### config.mk
export PLATFORM = sky130hd
export DESIGN_NAME = mac_result_drain
export DESIGN_NICKNAME = d
export VERILOG_FILES = /design/src/rtl/mac_result_drain.sv
export SDC_FILE = /design/constraint.sdc
export NUM_CORES = 1
export LEC_CHECK = 0
export ABC_AREA = 1
export CELL_PAD_IN_SITES_DETAIL_PLACEMENT = 1
export CELL_PAD_IN_SITES_GLOBAL_PLACEMENT = 1
export CORE_MARGIN = 2
export CORE_UTILIZATION = 30
export DETAILED_ROUTE_END_ITERATION = 7
export GPL_TIMING_DRIVEN = 1
export PLACE_DENSITY_LB_ADDON = 0.1
export SLEW_MARGIN = 20
export SYNTH_ARGS = -nofsm -noshare
export SYNTH_HDL_FRONTEND = slang
export SYNTH_SLANG_ARGS = --single-unit
### constraint.sdc
create_clock -name clk -period 20.1 [get_ports clk]
set_input_delay 3.015 -clock clk [delete_from_list [all_inputs] [get_ports clk]]
set_output_delay 3.015 -clock clk [all_outputs]
set_load 0.02 [all_outputs]
### src/rtl/mac_result_drain.sv
// MAC result drain: captures per-lane MAC results into whole frames, queues them, and streams them out one lane per beat.
// Optional build macro MAC_DRAIN_SAT_EN clamps each output lane to the signed 32-bit range.

module mac_drain_lane #(
  parameter int RW = 36
) (
  input  logic          clk,
  input  logic          rst_n,
  input  logic [RW-1:0] i_c,
  input  logic          i_valid,
  input  logic          i_clear,
  output logic          o_pend,
  output logic [RW-1:0] o_merged,
  output logic          o_dup
);
  logic [RW-1:0] r_hold;
  logic          r_pend;

  always_ff @(posedge clk) begin
    if (!rst_n) begin
      r_hold <= '0;
      r_pend <= 1'b0;
    end else begin
      if (i_valid) r_hold <= i_c;
      r_pend <= i_clear ? 1'b0 : (r_pend | i_valid);
    end
  end

  // a lane arriving on the completing edge bypasses its hold register
  assign o_merged = i_valid ? i_c : r_hold;
  assign o_pend   = r_pend;
  assign o_dup    = i_valid & r_pend;
endmodule

module mac_result_drain #(
  parameter int LANES = 5,
  parameter int RW    = 36,
  parameter int DEPTH = 4
) (
  input  logic                clk,
  input  logic                rst_n,
  input  logic [LANES*RW-1:0] C,
  input  logic [LANES-1:0]    valid,
  output logic [RW-1:0]       dout,
  output logic [2:0]          dout_idx,
  output logic                dout_last,
  output logic                dout_valid,
  input  logic                dout_ready,
  output logic [15:0]         frame_cnt,
  output logic                overflow
);
  localparam int AW = $clog2(DEPTH);
  localparam logic [2:0] LAST = 3'(LANES-1);

  typedef logic [LANES-1:0][RW-1:0] frame_t;
  typedef enum logic {IDLE, SEND} state_t;

  function automatic logic [RW-1:0] f_sat(input logic [RW-1:0] v);
`ifdef MAC_DRAIN_SAT_EN
    if ((&v[RW-1:31]) || !(|v[RW-1:31])) return v;
    return v[RW-1] ? {{(RW-31){1'b1}}, 31'd0} : {{(RW-31){1'b0}}, {31{1'b1}}};
`else
    return v;
`endif
  endfunction

  // capture stage
  frame_t         w_merged;
  logic [LANES-1:0] w_pend, w_dup;
  logic           w_complete;

  assign w_complete = &(w_pend | valid);

  for (genvar g = 0; g < LANES; g++) begin : g_lane
    mac_drain_lane #(.RW(RW)) u_lane (
      .clk      (clk),
      .rst_n    (rst_n),
      .i_c      (C[g*RW +: RW]),
      .i_valid  (valid[g]),
      .i_clear  (w_complete),
      .o_pend   (w_pend[g]),
      .o_merged (w_merged[g]),
      .o_dup    (w_dup[g])
    );
  end

  // frame FIFO
  frame_t        r_mem [DEPTH];
  logic [AW:0]   r_wr, r_rd, w_count;
  logic          w_full, w_empty, w_push, w_pop, w_drop;
  frame_t        w_head, w_next;

  assign w_count = r_wr - r_rd;
  assign w_full  = (w_count == (AW+1)'(DEPTH));
  assign w_empty = (w_count == '0);
  assign w_head  = r_mem[r_rd[AW-1:0]];
  assign w_next  = r_mem[r_rd[AW-1:0] + AW'(1)];

  // output FSM registers
  state_t       r_state, w_nstate;
  logic [2:0]   r_idx, w_nidx;
  logic         r_vld, w_nvld, w_ld;
  logic [RW-1:0] r_dout, w_lane;
  logic [15:0]  r_fcnt;
  logic         r_ovf;
  frame_t       w_src;

  assign w_pop  = (r_state == SEND) & r_vld & dout_ready & (r_idx == LAST);
  // a full FIFO still takes the frame when its head leaves on the same edge
  assign w_push = w_complete & (~w_full | w_pop);
  assign w_drop = w_complete & w_full & ~w_pop;

  always_ff @(posedge clk) begin
    if (w_push) r_mem[r_wr[AW-1:0]] <= w_merged;
  end

  always_ff @(posedge clk) begin
    if (!rst_n) begin
      r_wr <= '0;
      r_rd <= '0;
    end else begin
      if (w_push) r_wr <= r_wr + 1'b1;
      if (w_pop)  r_rd <= r_rd + 1'b1;
    end
  end

  always_ff @(posedge clk) begin
    if (!rst_n) r_state <= IDLE;
    else        r_state <= w_nstate;
  end

  always_comb begin
    w_nstate = r_state;
    w_nidx   = r_idx;
    w_nvld   = r_vld;
    w_ld     = 1'b0;
    w_src    = w_head;
    case (r_state)
      IDLE: begin
        if (!w_empty) begin
          w_nstate = SEND;
          w_nidx   = '0;
          w_nvld   = 1'b1;
          w_ld     = 1'b1;
        end
      end
      SEND: begin
        if (r_vld && dout_ready) begin
          if (r_idx != LAST) begin
            w_nidx = r_idx + 3'd1;
            w_ld   = 1'b1;
          end else if ((w_count > (AW+1)'(1)) || w_push) begin
            // back-to-back frames: next head is either already stored or arriving now
            w_nidx = '0;
            w_ld   = 1'b1;
            w_src  = (w_count > (AW+1)'(1)) ? w_next : w_merged;
          end else begin
            w_nstate = IDLE;
            w_nidx   = '0;
            w_nvld   = 1'b0;
          end
        end
      end
      default: w_nstate = IDLE;
    endcase
  end

  always_comb begin
    w_lane = '0;
    for (int i = 0; i < LANES; i++)
      if (w_nidx == 3'(i)) w_lane = w_src[i];
  end

  always_ff @(posedge clk) begin
    if (!rst_n) begin
      r_idx  <= '0;
      r_vld  <= 1'b0;
      r_dout <= '0;
      r_fcnt <= '0;
      r_ovf  <= 1'b0;
    end else begin
      r_idx <= w_nidx;
      r_vld <= w_nvld;
      if (w_ld)  r_dout <= f_sat(w_lane);
      if (w_pop) r_fcnt <= r_fcnt + 16'd1;
      if ((|w_dup) || w_drop) r_ovf <= 1'b1;
    end
  end

  assign dout       = r_dout;
  assign dout_idx   = r_idx;
  assign dout_valid = r_vld;
  assign dout_last  = r_vld & (r_idx == LAST);
  assign frame_cnt  = r_fcnt;
  assign overflow   = r_ovf;
endmodule
==> Flow_metrics.wiki <==
{| class="wikitable"
! Metric !! Value
|-
| Reg-to-reg critical path startpoint || r_wr[0]
|-
| Worst hold margin || 0.465 ns
|-
| GP Congestion || 0.857
|-
| Final min period || 6.94 ns
|-
| Detailed Routing Iterations Pass 1 || 5
|-
| Net count of the mapped netlist || 4,754
|-
| Die X || 382 microns
|-
| TritonCTS clock tree || done
|-
| Die Height || 382 microns
|-
| Insertion delay of the later-clocked pin in the worst-skew pair || 0.75 ns
|-
| Pin count of the biggest net entering global routing || 151
|-
| Source of the worst hold timing path || frame_cnt[15]
|-
| Achievable Freq || 144 MHz
|-
| Ports || 246
|-
| Category of the most critical setup path || input pin to register
|-
| Status || completed
|-
| Via count of the first global-routing pass || 33.1k
|-
| H-tree depth || 3
|-
| Count of max-cap constraint violations || 0
|-
| Setup-violating endpoint count in the final report || 0
|-
| Share of final-layout standard cells stronger than drive strength 1 || 0.0857
|-
| Part of the cycle the worst path needs || 0.345
|-
| Total clock buffers created by CTS || 112
|-
| Core Area || 0.142 sq mm
|-
| Number of antenna violations at the first check in global routing || 7
|-
| Endpoint kind of the worst setup timing path || register
|-
| Quantity of I/O buffers inserted on ports || 245
|-
| Global-route usage over all layers || 0.215
|-
| Standby leakage power || 0.0196 uW
|-
| Least setup slack across all paths after layout || 13.16 ns
|-
| Asr flop ratio synth || 0
|-
| Number of instances in the placed design || 6,450
|-
| CP max FO || 50
|-
| Post-CTS repair timing setup buffer count || 0
|-
| Die area || 0.146 sq mm
|-
| Clock slew at reported path FFs || 0.05 ns
|-
| DRC Markers || 0
|-
| Count of routing violations after the opening detailed-route iteration || 2,210
|-
| Fin Setup TNS || 0 ns
|-
| Hold violation count in the final report || 0
|-
| Number of flops mapped to enable cells by yosys || 720
|-
| Post-DR vias/cell || 4.95
|-
| RSZ-0062 raised after global routing || false
|-
| Yosys warning total || 0
|-
| Mapped Cells || 4,556
|-
| Detailed Route WL || 159,000 microns
|-
| Average wire length per cell after detail routing || 23.9 microns
|-
| FP Rows || 138
|-
| Mean instance size in the synthesized netlist || 9.42 sq um
|-
| Worst max-slew margin expressed relative to the limit || 0.249
|-
| Sinks on the clock net || 971
|-
| Area Growth Syn to Fin || 18.0%
|-
| Launching instance or port of the critical path || valid[3]
|-
| Number of antenna-violating nets in the routed design || 0
|-
| Pwr dens || 92.4 mW/mm^2
|-
| Worst clock skew || 0.0343 ns
|-
| Placement Setup Slack || 12.39 ns
|-
| Cell area after synthesis || 0.0429 sq mm
|-
| Final Net Count || 4,873
|-
| Fraction of the yosys area taken by sequential cells || 0.621
|-
| Initial core utilization || 0.303
|-
| Maximum count of clock buffers along a single path || 3
|-
| Least-Margin Pin Slew || 1.11 ns
|-
| Post-route non-filler standard cell count || 6,664
|-
| Critical Path Source Type || input pin
|-
| Count of hold-fix buffers inserted at cts || 0
|-
| Via total after detailed routing || 33.0k
|-
| Final Max Slew Viols || 0
|-
| Predominant post-synthesis flop cell || edfxtp_1
|-
| Post-DP HPWL || 103,000 microns
|-
| Worst min path class || register to register
|-
| Root Buffer || clkbuf_16
|-
| Post-cts resize count || 0
|-
| Synth cell types || 41
|-
| FF+latch count, synth || 971
|-
| Peak supply drop || 0.0000688 V
|-
| Wire length of the first global-routing pass || 232,000 microns
|-
| Required time worst endpoint || 20.45 ns
|-
| Global-route congestion overflow total || 0
|-
| Endpoint arrival time on the critical path || 7.30 ns
|}
## area by class of cell
class	count	area, sq um
diodes	2	5.00
well taps	1890	2360
repair buffers	304	2940
fillers	16000	91100
inverters	414	1580
flip-flops and latches	971	26700
clock inverters	35	389
multi-input cells	2872	13400
clock buffers	176	3270
## state kept, by name (all words and copies together), names as in the netlist, 3 cells and up, named ones only
name and count:
dout 36, dout_idx 3, frame_cnt 16, g_lane.u_lane.o_pend 5
g_lane.u_lane.r_hold 180, r_mem 720, r_rd 3, r_wr 3
## final timing paths
kind              endpoint  slack [ns]  depth (start not counted)
max           r_mem[1][40]       13.16                         11
min          frame_cnt[15]        0.47                          2
max reg2reg   r_mem[1][40]       15.28                         10
min reg2reg  frame_cnt[15]        0.47                          2
## critical path, cell delays in order
cell,delay (ns)
clkdlybuf4s50_1,0.46
buf_4,0.32
inv_1,0.07
buf_4,0.24
nand2_1,0.10
nand3_1,0.32
a31oi_1,0.43
inv_2,0.19
nor2_4,0.52
buf_4,0.77
buf_4,0.72
## layer usage
metal	vias up	wire length, microns	track usage	part of all wire
met3	146	7470	0.0252	0.047
li1	15600	-	-	-
met2	712	74400	0.349	0.47
met5	-	0	0	0
met4	0	3070	0.0523	0.019
met1	16500	74400	0.304	0.47
## Yosys cell counts (all sizes together) (19+ instances only)
cell type,count,area [sq um]
dfxtp,251,5020
o21ai,582,2920
nand2,768,2920
nor2,712,2720
inv,407,1530
a21oi,199,1010
a22o,19,166
nand4,67,419
edfxtp,720,21600
or2,138,863
o211ai,27,203
clkbuf,175,657
nand3,210,1120
buf,124,644
o22ai,108,676
## per-stage QoR
stage	power, uW	utilization	area (sq um)
6_report	4680	0.357	50600
5_1_grt	4860	0.357	50600
4_1_cts	4740	0.357	50600
3_5_place_dp	2700	0.331	47000
3_3_place_gp	2690	0.331	47000
2_1_floorplan	2500	-	42900
## where the power goes
part | leakage [uW] | total [uW] | internal, uW | switching, uW
sequential | 0.00860 | 2270 | 2230 | 38.5
combinational | 0.00920 | 375 | 122 | 253
clock | 0.00179 | 2030 | 1180 | 852
## cell usage in the layout, fill, tap and decap left out, types with 22 or more instances in the layout
| master | instances |
|---|---|
| nand2_1 | 757 |
| edfxtp_1 | 720 |
| nor2_1 | 703 |
| o21ai_0 | 559 |
| inv_1 | 391 |
| dfxtp_1 | 248 |
| clkdlybuf4s50_1 | 242 |
| nand3_1 | 202 |
| a21oi_1 | 198 |
| or2_2 | 138 |
| clkbuf_16 | 113 |
| o22ai_1 | 108 |
| nand4_1 | 67 |
| buf_4 | 55 |
| clkbuf_1 | 42 |
| o211ai_1 | 27 |
| o21ai_1 | 22 |
## cells by family after synthesis
| family | after synthesis | share of synthesized area |
|---|---|---|
| and+or+nand+nor | 1898 | 0.188 |
| DFF | 971 | 0.621 |
| xor gates and xnor gates | 2 | 0.000408 |
| adders and majority gates | 10 | 0.00309 |
| AOI/OAI and AO/OA | 962 | 0.121 |
| buffers and inverters | 713 | 0.0665 |
(Power assumes the default switching activity.)
